$ cat config.mk
export PLATFORM = sky130hd
export DESIGN_NAME = hilo_mac
export DESIGN_NICKNAME = d
export VERILOG_FILES = /design/src/rtl/hilo_mac.sv
export SDC_FILE = /design/constraint.sdc
export NUM_CORES = 2
export LEC_CHECK = 0
export ABC_AREA = 0
export CELL_PAD_IN_SITES_DETAIL_PLACEMENT = 1
export CELL_PAD_IN_SITES_GLOBAL_PLACEMENT = 1
export CORE_MARGIN = 5
export CORE_UTILIZATION = 49
export DETAILED_ROUTE_END_ITERATION = 16
export DONT_BUFFER_PORTS = 1
export PLACE_DENSITY_LB_ADDON = 0.1
export SYNTH_ARGS = -nofsm -noshare
export SYNTH_HDL_FRONTEND = slang
export SYNTH_SLANG_ARGS = --single-unit
$ cat constraint.sdc
create_clock -name clk -period 23.8 [get_ports clk]
set_input_delay 2.38 -clock clk [delete_from_list [all_inputs] [get_ports clk]]
set_output_delay 2.38 -clock clk [all_outputs]
set_load 0.02 [all_outputs]
$ cat src/rtl/hilo_mac.sv
// hilo_mac: HI/LO multiply-accumulate unit with fixed-latency commit, flush and direct writes
module hilo_mac #(
  parameter int WIDTH   = 32,
  parameter int MUL_LAT = 2
) (
  input  logic             clk,
  input  logic             rst,
  input  logic             op_valid_i,
  input  logic [2:0]       op_i,
  input  logic [WIDTH-1:0] op_a_i,
  input  logic [WIDTH-1:0] op_b_i,
  input  logic             flush_i,
  input  logic             hi_we_i,
  input  logic [WIDTH-1:0] hi_wdata_i,
  input  logic             lo_we_i,
  input  logic [WIDTH-1:0] lo_wdata_i,
  input  logic             rd_sel_i,
  output logic [WIDTH-1:0] rd_data_o,
  output logic             busy_o,
  output logic             done_o
);
  localparam int CW = $clog2(MUL_LAT + 1);
  localparam logic [0:0] IDLE = 1'b0, BUSY = 1'b1;
  logic [0:0] state;
  logic [CW-1:0] cnt;
  logic [2:0] op_r;
  logic [WIDTH-1:0] a_r, b_r, hi, lo;
  logic [2*WIDTH-1:0] ea, eb, p, acc, r;
  logic accept, commit;
  assign busy_o = state == BUSY;
  assign accept = op_valid_i & ~busy_o & ~flush_i & (op_i[2:1] != 2'b11);
  assign commit = busy_o & ~flush_i & (cnt == CW'(1));
  assign rd_data_o = rd_sel_i ? ((hi_we_i & ~busy_o) ? hi_wdata_i : hi)
                              : ((lo_we_i & ~busy_o) ? lo_wdata_i : lo);
  always_comb begin
    ea = op_r[0] ? {{WIDTH{1'b0}}, a_r} : {{WIDTH{a_r[WIDTH-1]}}, a_r};
    eb = op_r[0] ? {{WIDTH{1'b0}}, b_r} : {{WIDTH{b_r[WIDTH-1]}}, b_r};
    p = ea * eb;
    acc = {hi, lo};
    r = op_r[2] ? acc - p : op_r[1] ? acc + p : p;
  end
  always_ff @(posedge clk) begin
    if (!rst) begin
      state <= IDLE;
      cnt <= '0;
      hi <= '0;
      lo <= '0;
      done_o <= 1'b0;
    end else begin
      done_o <= commit;
      if (busy_o) begin
        cnt <= flush_i ? '0 : cnt - CW'(1);
        if (flush_i || cnt == CW'(1)) state <= IDLE;
        if (commit) {hi, lo} <= r;
      end else begin
        if (hi_we_i) hi <= hi_wdata_i;
        if (lo_we_i) lo <= lo_wdata_i;
        if (accept) begin
          op_r <= op_i;
          a_r <= op_a_i;
          b_r <= op_b_i;
          cnt <= CW'(MUL_LAT);
          state <= BUSY;
        end
      end
    end
  end
endmodule
==> metrics <==
final clock skew 0.03103 ns; CTS tree built; total track usage 33.17%; Setup Viol. Count Final 0; Worst Path Required 24.28 ns; top post-synthesis cells by area fa_1 (46%), inv_1 (10%), ha_1 (8.6%); Ys Warns 0; drt via density 5.776; Core Region 125700 um2; initial antenna violation count 11; nets@finish 8755; DP Cell Count 8384; Max clock buf depth 2; WP buf/inv 7; Residual DRC 0; hold_buf cts 0; post-layout minimum cycle time 13.48 ns; synthesized area 62040 um2; Initial Utilization 49.35%; Setup crit start kind flop; PortBufs 0; CP top delay family adder cells; root buffer cell clkbuf_16; # rows 130; # clock sinks 135; die footprint 133800 um2; status completed; final cell count without fillers 8421; EDFF count, synth 67; grt total ovfl 0; Hold Fails Final Rpt 0; Post-synth top flop dfxtp_1; Worst-Skew Late Latency 0.55 ns; post-synth top area share 46.30%; clock-pin slew on the worst setup and hold paths 0.08 ns; Setup Fix Bufs, Post-CTS 0; max_cap viols 0; vias in the first global route 54.20k; Top Metal Used met5; CTS H-Tree Depth 4; Avg Cell Area, Syn 8.856 um2; CP arrival 13.95 ns; Hold WS 0.4992 ns; share of cells above drive strength 1 2.660%; first-pass iteration count of the detailed router 5; DR vias 48.64k; maximum clock frequency 74.21 MHz; DR WL/cell 26.10 um; die height 365.8 um; Slew Limit Fails 0; asr flop ratio synth 0%; Slew @ Worst Pin 1.268 ns; most frequent cells in the layout inv_1 (1685), fa_1 (1435), nand2_1 (756); chip width 365.8 um; Syn Nets 9007; synthesis-to-layout area growth 3.204%; CP dominant cell by count fa_1; largest net degree at the start of global routing 69; GPL Wtd Cong 0.9560; critical path type flop to flop; most common cell after layout, fill and taps aside inv_1; Final period util 56.62%; dpl hpwl 178100 um; Detail Route met2 WL 98880 um; crit-path max FO 33; final worst slack 10.32 ns; Hold WC Path Type flop to flop; Netlist cell types 91; worst rel slew slack 15.44%; post-cts resize count 0; final setup TNS 0 ns; Setup crit end kind flop; leading area contributor after synthesis fa_1; first-pass GRT wire length 337200 um; Gate Count Post-Synth 7006; DRT Wirelength 219800 um; CTS Buf Count 17; pre-CTS setup slack 10.45 ns; routed wl met3 16410 um; DR iter-0 viols 3557; RSZ-0062 raised after global routing no; M1 WL 98670 um; IO Count 172; slowest cell on the critical path nor2b_2; sequential share of the synthesized area 5.437%; Final ANT Viol Nets 0; Seq cells post-synth 135; largest stage delay on the critical path 1.06 ns
==> logic make-up after synthesis <==
group / Yosys count / synth area share (%)
buf+inv: 2054 / 12.45
fa+ha+maj: 1864 / 54.95
simple gates: 1800 / 14.24
compound gates: 1004 / 10.76
xor+xnor: 135 / 1.928
flops: 135 / 5.437
mux: 14 / 0.2279
==> state kept, by name, indices dropped and copies added (netlist names) <==
register and cells:
hi 32, done_o 1, a_r 32, cnt 2, b_r 32, op_r 3, busy_o 1, lo 32
==> cells in the mapped netlist, types with 24 or more instances <==
cell / instances
a31oi_1: 63
nand3_1: 42
nor2b_1: 58
a221oi_1: 31
nand2_1: 757
o221ai_1: 24
xor2_1: 31
o22ai_1: 33
o211ai_1: 38
a21oi_1: 295
o21bai_1: 62
nor2_1: 188
nor3_1: 46
edfxtp_1: 67
fa_1: 1435
dfxtp_1: 68
o31ai_1: 25
nand4_1: 33
o21ai_0: 131
and2_1: 568
inv_1: 1685
clkbuf_1: 353
a211oi_1: 61
xnor2_1: 103
ha_1: 428
a21o_1: 77
==> metal layers <==
layer | GRT usage, % | vias up
li1 | - | 20827
met1 | 47.91 | 25873
met2 | 52.70 | 1676
met3 | 5.315 | 262
met4 | 8.022 | 4
met5 | 0 | -
==> worst register-to-register path: cells and delay by family, from the launching register on <==
kind | cells | cell delay (ns)
AO/OA/AOI/OAI | 15 | 3.56
XOR/XNOR | 2 | 0.68
flip-flops | 1 | 0.32
buffers and inverters | 7 | 0.99
adder cells (fa/ha/maj) | 12 | 5.87
AND/OR/NAND/NOR | 4 | 2.02
==> final timing paths <==
kind                               from  endpoint  slack (ns)  cells past startpoint
worst min register to register    lo[0]     lo[0]        0.50                      2
worst max-delay path            a_r[31]    hi[31]       10.32                     40
worst max register to register  a_r[31]    hi[31]       10.32                     40
worst min-delay path              lo[0]     lo[0]        0.50                      2
==> cell type report <==
cell class	count	area [um2]
clock inverters	14	116.4
inverters	1689	6340
flip-flops and latches	135	3377
fillers	14742	61700
multi-input cells	4817	50990
diodes	4	10.01
repair buffers	94	709.4
clock buffers	18	429.2
well taps	1650	2064
==> stage by stage <==
stage | util [%] | area [um2]
floorplan | - | 62040
global placement | 50.48 | 63470
detailed placement | 50.48 | 63470
CTS | 50.91 | 64010
global route | 50.92 | 64030
finish | 50.93 | 64030
Power is not shown: default switching activity piles up to over one toggle a cycle in this logic, so the estimate is an artifact.
